--- config.mk ---
export PLATFORM = sky130hd
export DESIGN_NAME = shift_add_multiplier
export DESIGN_NICKNAME = d
export VERILOG_FILES = /design/src/rtl/shift_add_multiplier.sv
export SDC_FILE = /design/constraint.sdc
export NUM_CORES = 1
export LEC_CHECK = 0
export ABC_AREA = 0
export BUFFER_PORTS_ARGS = -buffer_cell sky130_fd_sc_hd__buf_2
export CAP_MARGIN = 20
export CORE_ASPECT_RATIO = 1.75
export CORE_MARGIN = 2
export CORE_UTILIZATION = 56
export DETAILED_ROUTE_END_ITERATION = 7
export HOLD_SLACK_MARGIN = 0.06
export PLACE_DENSITY_LB_ADDON = 0.08
export SYNTH_ARGS = -nofsm -noshare
export SYNTH_HDL_FRONTEND = slang
export SYNTH_SLANG_ARGS = --single-unit
--- constraint.sdc ---
create_clock -name clock -period 3.1 [get_ports clock]
set_input_delay 0.31 -clock clock [delete_from_list [all_inputs] [get_ports clock]]
set_output_delay 0.31 -clock clock [all_outputs]
set_load 0.02 [all_outputs]
--- src/rtl/shift_add_multiplier.sv ---
`default_nettype none
// +--------------------------------------------------------------------------+
// | Module      : shift_add_multiplier                                       |
// | Description : Multicycle signed radix-2 shift-and-add multiplier.        |
// |               Operates on operand magnitudes, then applies the product   |
// |               sign and overflow detection in a single-cycle DONE step.   |
// | Revision    : 1.0 - initial release                                      |
// +--------------------------------------------------------------------------+
module shift_add_multiplier #(
  parameter int WIDTH = 32,
  parameter int CNT_W = 5
) (
  input  logic             clock,
  input  logic             reset,
  input  logic             ctrl_MULT,
  input  logic [WIDTH-1:0] data_operandA,
  input  logic [WIDTH-1:0] data_operandB,
  output logic [WIDTH-1:0] data_result,
  output logic             data_exception,
  output logic             data_resultRDY,
  output logic             busy
);

  localparam int              c_pw       = 2 * WIDTH;
  localparam logic [CNT_W-1:0] c_last_cnt = CNT_W'(WIDTH - 1);

  typedef enum logic [1:0] {
    IDLE = 2'd0,
    RUN  = 2'd1,
    DONE = 2'd2
  } state_t;

  state_t            state_q,   state_d;
  logic [CNT_W-1:0]  counter_q, counter_d;
  logic [c_pw-1:0]   mcand_q,   mcand_d;
  logic [WIDTH-1:0]  mplier_q,  mplier_d;
  logic [c_pw-1:0]   acc_q,     acc_d;
  logic              sign_q,    sign_d;
  logic [WIDTH-1:0]  result_q,  result_d;
  logic              exc_q,     exc_d;
  logic              rdy_q,     rdy_d;

  // Operand magnitudes; -2^(WIDTH-1) negates to itself, which is the
  // correct unsigned magnitude in WIDTH bits.
  logic [WIDTH-1:0]  w_mag_a;
  logic [WIDTH-1:0]  w_mag_b;
  logic              w_neg;
  logic [c_pw-1:0]   w_prod;
  logic [WIDTH:0]    w_prod_top;
  logic              w_overflow;

  // Magnitude, signed-product and overflow computation.
  always_comb begin
    w_mag_a    = data_operandA[WIDTH-1] ? (-data_operandA) : data_operandA;
    w_mag_b    = data_operandB[WIDTH-1] ? (-data_operandB) : data_operandB;
    // A zero magnitude product is always reported as non-negative.
    w_neg      = sign_q & (|acc_q);
    w_prod     = w_neg ? (-acc_q) : acc_q;
    // The product fits in signed WIDTH bits only when its upper WIDTH+1
    // bits are a pure sign extension.
    w_prod_top = w_prod[c_pw-1:WIDTH-1];
    w_overflow = ~((&w_prod_top) | ~(|w_prod_top));
  end

  // Next-state and datapath update for the IDLE/RUN/DONE sequencer.
  always_comb begin
    state_d   = state_q;
    counter_d = counter_q;
    mcand_d   = mcand_q;
    mplier_d  = mplier_q;
    acc_d     = acc_q;
    sign_d    = sign_q;
    result_d  = result_q;
    exc_d     = exc_q;
    rdy_d     = 1'b0;

    if (ctrl_MULT) begin
      // A start in any state (re)latches the operands; an operation in
      // flight is abandoned without a ready pulse.
      mcand_d   = {{WIDTH{1'b0}}, w_mag_a};
      mplier_d  = w_mag_b;
      sign_d    = data_operandA[WIDTH-1] ^ data_operandB[WIDTH-1];
      acc_d     = '0;
      counter_d = '0;
      state_d   = RUN;
    end else begin
      case (state_q)
        RUN: begin
          if (mplier_q[0]) begin
            acc_d = acc_q + mcand_q;
          end
          mcand_d  = mcand_q << 1;
          mplier_d = mplier_q >> 1;
          if (counter_q == c_last_cnt) begin
            counter_d = '0;
            state_d   = DONE;
          end else begin
            counter_d = counter_q + CNT_W'(1);
          end
        end
        DONE: begin
          result_d = w_prod[WIDTH-1:0];
          exc_d    = w_overflow;
          rdy_d    = 1'b1;
          state_d  = IDLE;
        end
        default: begin
          state_d = IDLE;
        end
      endcase
    end
  end

  // State and datapath registers with asynchronous active-low clear.
  always_ff @(posedge clock or negedge reset) begin
    if (!reset) begin
      state_q   <= IDLE;
      counter_q <= '0;
      mcand_q   <= '0;
      mplier_q  <= '0;
      acc_q     <= '0;
      sign_q    <= 1'b0;
      result_q  <= '0;
      exc_q     <= 1'b0;
      rdy_q     <= 1'b0;
    end else begin
      state_q   <= state_d;
      counter_q <= counter_d;
      mcand_q   <= mcand_d;
      mplier_q  <= mplier_d;
      acc_q     <= acc_d;
      sign_q    <= sign_d;
      result_q  <= result_d;
      exc_q     <= exc_d;
      rdy_q     <= rdy_d;
    end
  end

  // Busy spans RUN and DONE, so it drops in the same cycle RDY rises.
  always_comb begin
    data_result    = result_q;
    data_exception = exc_q;
    data_resultRDY = rdy_q;
    busy           = (state_q != IDLE);
  end

endmodule
`default_nettype wire

Word-level counts from Yosys, hierarchy flattened

Cells that the tools add are included.

Output and inout port bits: 35
Word-level logic and storage cells: 50
Input bits: 67
Bits in registers: 202

Mux-type cells: 18
$add $sub $neg: 5
Reduce and logical (&&, ||, !) cells: 8
Bitwise logic cells: 6
Equality and inequality tests: 4

Operator list:

| operator                                       | number |
|---|---|
| 2-to-1 mux 64 bit                              | 6 |
| 2-to-1 mux 32 bit                              | 4 |
| adder 64 bit                                   | 1 |
| negation 32 bit                                | 2 |
| negation 64 bit                                | 1 |
| OR reduction 64 bit                            | 1 |
| AND reduction 33 bit                           | 1 |
| OR reduction 33 bit                            | 1 |
| 2-to-1 mux 5 bit                               | 3 |
| 2-to-1 mux 2 bit                               | 3 |
| nonzero test 2 bit                             | 3 |
| adder 5 x 1 -> 5 bit (second input constant)   | 1 |
| == test 5 bit (second input constant)          | 1 |
| AND reduction 2 bit                            | 2 |
| inequality test 3 bit (second input constant)  | 1 |
| inverter 1 bit                                 | 3 |
| == test 2 x 1 -> 1 bit (second input constant) | 1 |
| == test 2 bit (second input constant)          | 1 |
| 2-to-1 mux 1 bit                               | 2 |
| AND 1 bit                                      | 1 |
| bitwise OR 1 bit                               | 1 |
| bitwise XOR 1 bit                              | 1 |

Depth between registers and ports, before layout

Depth after elaboration: 7
Depth in mapped cells: 14
Depth with buffers taken out: 14

Least setup slack after synthesis

No wires, ideal clock.

Path type: register -> register
Start: register acc_q[52]
End: register exc_q (netlist: data_exception)
Clock period less this slack: 3.368 ns
Data arrival time: 3.225 ns
Cell stages (with the launch flop): 11
Buffers on the path: 2
Setup time: 0.143 ns
Required time: 2.957 ns
Path slack: -0.268 ns
Cells stage by stage: dfrtp_1 -> or4_1 -> or3_1 -> or4_1 -> o41ai_2 -> buf_2 -> buf_4 -> and2_1 -> o21ai_0 -> a2111oi_0 -> a31oi_1

Longest elaborated chain between the ends: 7
Elaborated cells on any way between the ends: 9
Classes of those cells: 1 x add/sub; 1 x mux; 4 x bitwise; 3 x reduce/logical

Ends and longest elaborated chain:

| what                                                    | RTL line | source |
|---|---|---|
| from (decl)                                             | 37       | `logic [c_pw-1:0] acc_q, acc_d;` |
| from (signal assigned)                                  | 121      | `acc_q <= '0;` |
| from (signal assigned)                                  | 131      | `acc_q <= acc_d;` |
| branches (longest 2 deep; another with negation 64 bit) | n/a      |  |
| 2-to-1 mux 64 bit (*)                                   | 58       | `w_prod = w_neg ? (-acc_q) : acc_q;` |
| OR reduction 33 bit                                     | 62       | `w_overflow = ~((&w_prod_top) \| ~(\|w_prod_top));` |
| inverter 1 bit                                          | 62       |  |
| bitwise OR 1 bit (*)                                    | 62       |  |
| inverter 1 bit (*)                                      | 62       |  |
| to (signal assigned)                                    | 124      | `exc_q <= 1'b0;` |
| to (signal assigned)                                    | 134      | `exc_q <= exc_d;` |
| to (decl)                                               | 40       | `logic exc_q, exc_d;` |

Mark *: on every way between the ends.
A chain may end at the register's enable or synchronous reset.

Final worst setup path

Ends and elaborated chain as after synthesis.

==> flow_metrics.env <==
export IMPL_synth_top_cell_area_share=0.3355
export IMPL_multiInputGateArea_um2=10390
export IMPL_p_int_mw=5.927
export IMPL_setup_worst_path_end_class="register"
export IMPL_crit_fanout=17
export IMPL_hold_viol_final=0
export IMPL_final_max_slew_viol_count=0
export IMPL_grt_total_usage=0.3335
export IMPL_crit_arrival_ns=3.76
export IMPL_violations="setup timing"
export IMPL_worstHoldStart="data_operandA[30]"
export IMPL_netlist_area_um2=15070
export IMPL_ys_top_cells_by_area="dfrtp_1 (34%), nand2_1 (8.1%), a21oi_1 (6.9%), xnor2_1 (6.3%), ha_1 (5.6%)"
export IMPL_wl_met1_mm=17.46
export IMPL_synth_simple_gate_area_frac=0.2112
export IMPL_hpwl_mm=35.52
export IMPL_grt_pass1_vias=15430
export IMPL_cts_root_buf="clkbuf_16"
export IMPL_gp_congestion=0.9814
export IMPL_startpoint_type="register"
export IMPL_core_um2=26490
export IMPL_grt_max_degree=189
export IMPL_place_inst=2492
export IMPL_wl_per_cell_um=19.06
export IMPL_portBuffers=101
export IMPL_netSwitchingPower_mw=3.214
export IMPL_hp_class="input port to register"
export IMPL_crit_family="simple AND/OR/NAND/NOR gates"
export IMPL_p_per_area_nw_per_um2=459.5
export IMPL_rows=79
export IMPL_period_share=1.079
export IMPL_layout_setup_ws_ns=-0.2444
export IMPL_crit_chain="or4_4 > or3_4 > or4_4 > o41ai_4 > buf_12 > nor2_1 > xnor2_1 > nand2_1 > nor4_2 > and4_1 > a41o_1 > a31oi_1"
export IMPL_viasPerCell=6.088
export IMPL_r2r_start="acc_q[52]$_DFFE_PN0P_"
export IMPL_start_util=0.5688
export IMPL_syn_area_per_cell_um2=8.057
export IMPL_synth_top_family_by_area="compound AO/OA/AOI/OAI gates"
export IMPL_cts_sinks=202
export IMPL_dr_wl_met2_mm=25.44
export IMPL_wl_mm=48.93
export IMPL_syn_inst=1870
export IMPL_overflow=0
export IMPL_ant_nets=0
export IMPL_synth_warnings=0
export IMPL_cpPeakStageDelay_ns=0.53
export IMPL_yosys_cell_types_count=74
export IMPL_path_buf_inv=1
export IMPL_die_h_um=221.0
export IMPL_fp_dieArea_um2=28290
export IMPL_first_pass_iters=8
export IMPL_final_cells=2567
export IMPL_drc_errors=0
export IMPL_first_iter_violations=770
export IMPL_areaGrowthSynthToFinish_pct=32.01
export IMPL_clk_latency_ns=0.54
export IMPL_vdd_drop_max_mv=0.4819
export IMPL_pwr_share_seq=0.328
export IMPL_cts_buffers=22
export IMPL_ios=102
export IMPL_min_period_ns=3.344
export IMPL_clock_skew_ns=0.01393
export IMPL_syn_num_nets=2006
export IMPL_regArea_um2=5059
export IMPL_power_frac_comb=0.391
export IMPL_synth_edf_count=0
export IMPL_cp_slowest_cell="or4_4"
export IMPL_clockBufferDepth=3
export IMPL_wl_met3_mm=2.098
export IMPL_slew_headroom=0.4539
export IMPL_synthAdderAreaFrac=0.05780
export IMPL_synth_seq_cells=202
export IMPL_cp_common_cell="or4_4"
export IMPL_yosys_most_used_dff="dfrtp_1"
export IMPL_die_w_um=128.0
export IMPL_topRoutingLayerUsed="met4"
export IMPL_antenna_found_initial=1
export IMPL_critical_path_class="register to register"
export IMPL_yosys_area_top_type="dfrtp_1"
export IMPL_async_reset_ff_frac=1.000
export IMPL_status="finished with violations"
export IMPL_fillers=2028
export IMPL_clk_pin_slew_ns=0.07
export IMPL_vias=15630
export IMPL_synth_xor_area_frac=0.09708
export IMPL_h_tree_depth=1
export IMPL_rsz0062_at_grt="yes"
export IMPL_max_cap_violations=0
export IMPL_synthMuxAreaShare=0.04468
export IMPL_synth_compound_area_frac=0.2185
export IMPL_required_ns=3.51
export IMPL_p_clk_frac=0.281
export IMPL_crit_start="acc_q[52]$_DFFE_PN0P_"
export IMPL_leakagePower_nw=9.409
export IMPL_swShare=0.3516
export IMPL_ys_seq_area_frac=0.3355
export IMPL_grt_pass1_wl_mm=76.04
export IMPL_setup_viol=9
export IMPL_final_nets=2365
export IMPL_fmax_ghz=0.2990
export IMPL_cts_tree="done"
export IMPL_timing_hold_ws_ns=0.08761
export IMPL_drive_gt1_frac=0.2841
export IMPL_tightest_slew_ns=0.8192
==> power by group through the flow <==
stage	Clock, mW	Combinational [mW]	Sequential (mW)
finish	2.57	3.57	3.00
global route	2.72	3.86	3.02
CTS	2.61	3.30	2.98
detailed placement	0	3.10	3.02
global placement	0	3.05	3.01
floorplan	0	1.68	3.02
==> cell type report <==
class,instances,area share
flip-flops and latches,202,0.2543
repair buffers,453,0.1641
inverters,21,0.003963
clock inverters,5,0.002139
well taps,324,0.02038
multi-input cells,1529,0.5224
diodes,1,0.0001258
clock buffers,32,0.03258
==> worst paths after layout <==
check	to	slack (ns)	depth (start not counted)
worst max-delay path	data_exception$_DFFE_PN0P_	-0.24	12
worst min-delay path	mcand_q[31]$_DFFE_PN0P_	0.09	3
worst max register to register	data_exception$_DFFE_PN0P_	-0.24	12
worst min register to register	data_result[4]$_DFFE_PN0P_	0.52	2
max in group asynchronous	acc_q[45]$_DFFE_PN0P_	1.82	3
min in group asynchronous	data_result[29]$_DFFE_PN0P_	0.31	2
==> flip-flops by register name, summed over array words and instances, names as in the netlist <==
| name | cells |
|---|---|
| mcand_q | 64 |
| data_result | 32 |
| data_resultRDY | 1 |
| data_exception | 1 |
| acc_q | 64 |
| counter_q | 5 |
| mplier_q | 32 |
| state_q | 2 |
| sign_q | 1 |
==> tightest hold or removal path, stage by stage <==
cell and delay, ns:
buf_2 0.09, nand4b_1 0.11, o22ai_1 0.06
==> per-layer routing <==
| metal | track usage | vias up |
|---|---|---|
| li1 | - | 7421 |
| met1 | 0.3487 | 7460 |
| met2 | 0.6096 | 518 |
| met3 | 0.03675 | 230 |
| met4 | 0.2333 | 0 |
| met5 | 0 | - |
==> through the flow <==
stage	util	total power, mW	setup WS (ns)	setup TNS (ns)	cell area [um2]
6_report	0.7509	9.140	-0.2444	-0.7606	19890
5_1_grt	0.7509	9.591	-0.4357	-2.924	19890
4_1_cts	0.7257	8.889	-0.2240	-0.8005	19220
3_5_place_dp	0.6814	6.117	-0.6632	-6.383	18050
3_3_place_gp	0.6814	6.061	-0.6687	-5.114	18050
2_1_floorplan	-	4.701	-0.1884	-0.4736	15130
==> logic make-up after synthesis <==
family | count (synthesis)
adder cells (fa/ha/maj) | 69
multiplexers | 67
AND/OR/NAND/NOR | 684
AO/OA/AOI/OAI | 541
flip-flops | 202
XOR/XNOR | 167
buffers and inverters | 140
==> synthesized netlist by cell type, types with 17 or more instances <==
cell type and instances:
nand4_1 28, clkbuf_1 93, dfrtp_1 202, inv_1 21
xnor2_1 108, or4_1 18, o31ai_1 35, o21ai_0 135
nor2_1 126, or3_1 17, mux2i_1 65, xor2_1 59
ha_1 68, nor4_1 23, a21o_1 39, buf_1 23
nand3_1 30, nand2_1 324, a21oi_1 209, nor3_1 39
==> layout by cell type, fill, tap and decap left out, drive strengths merged, types with 4 or more instances in the layout <==
master | netlist | routed
nor3 | 40 | 40
a31oi | 14 | 14
nand4b | 4 | 4
o31a | 5 | 5
o21bai | 10 | 10
or4 | 21 | 21
buf | 26 | 450
dfrtp | 202 | 202
o21a | 7 | 7
clkbuf | 93 | 33
xor2 | 59 | 59
xnor2 | 108 | 108
a21oi | 209 | 210
mux2i | 65 | 65
o21ai | 140 | 140
nor2 | 126 | 126
nand2 | 324 | 324
a22o | 5 | 5
inv | 21 | 22
and4 | 4 | 4
nor2b | 5 | 5
nand3 | 30 | 30
o41ai | 18 | 18
or3 | 18 | 18
ha | 68 | 68
a211oi | 14 | 14
o211ai | 5 | 5
nand2b | 16 | 16
o31ai | 35 | 35
nor4 | 24 | 24
and3 | 7 | 7
nor3b | 7 | 7
a32oi | 6 | 6
a21o | 39 | 39
or2 | 9 | 9
and2 | 5 | 5
nand4 | 28 | 28
nand3b | 9 | 9
==> what timing repair did <==
item / CTS / global route
setup buffers: 21 / 16
endpoints found under the setup margin: 28 / 37
hold buffers: 2 / 0
endpoints found under the hold margin: 65 / 0
gates cloned: 1 / 0
pin swaps: 36 / 66
gates resized for setup: 60 / 108
No activity file was read; power rests on OpenSTA's default activity.
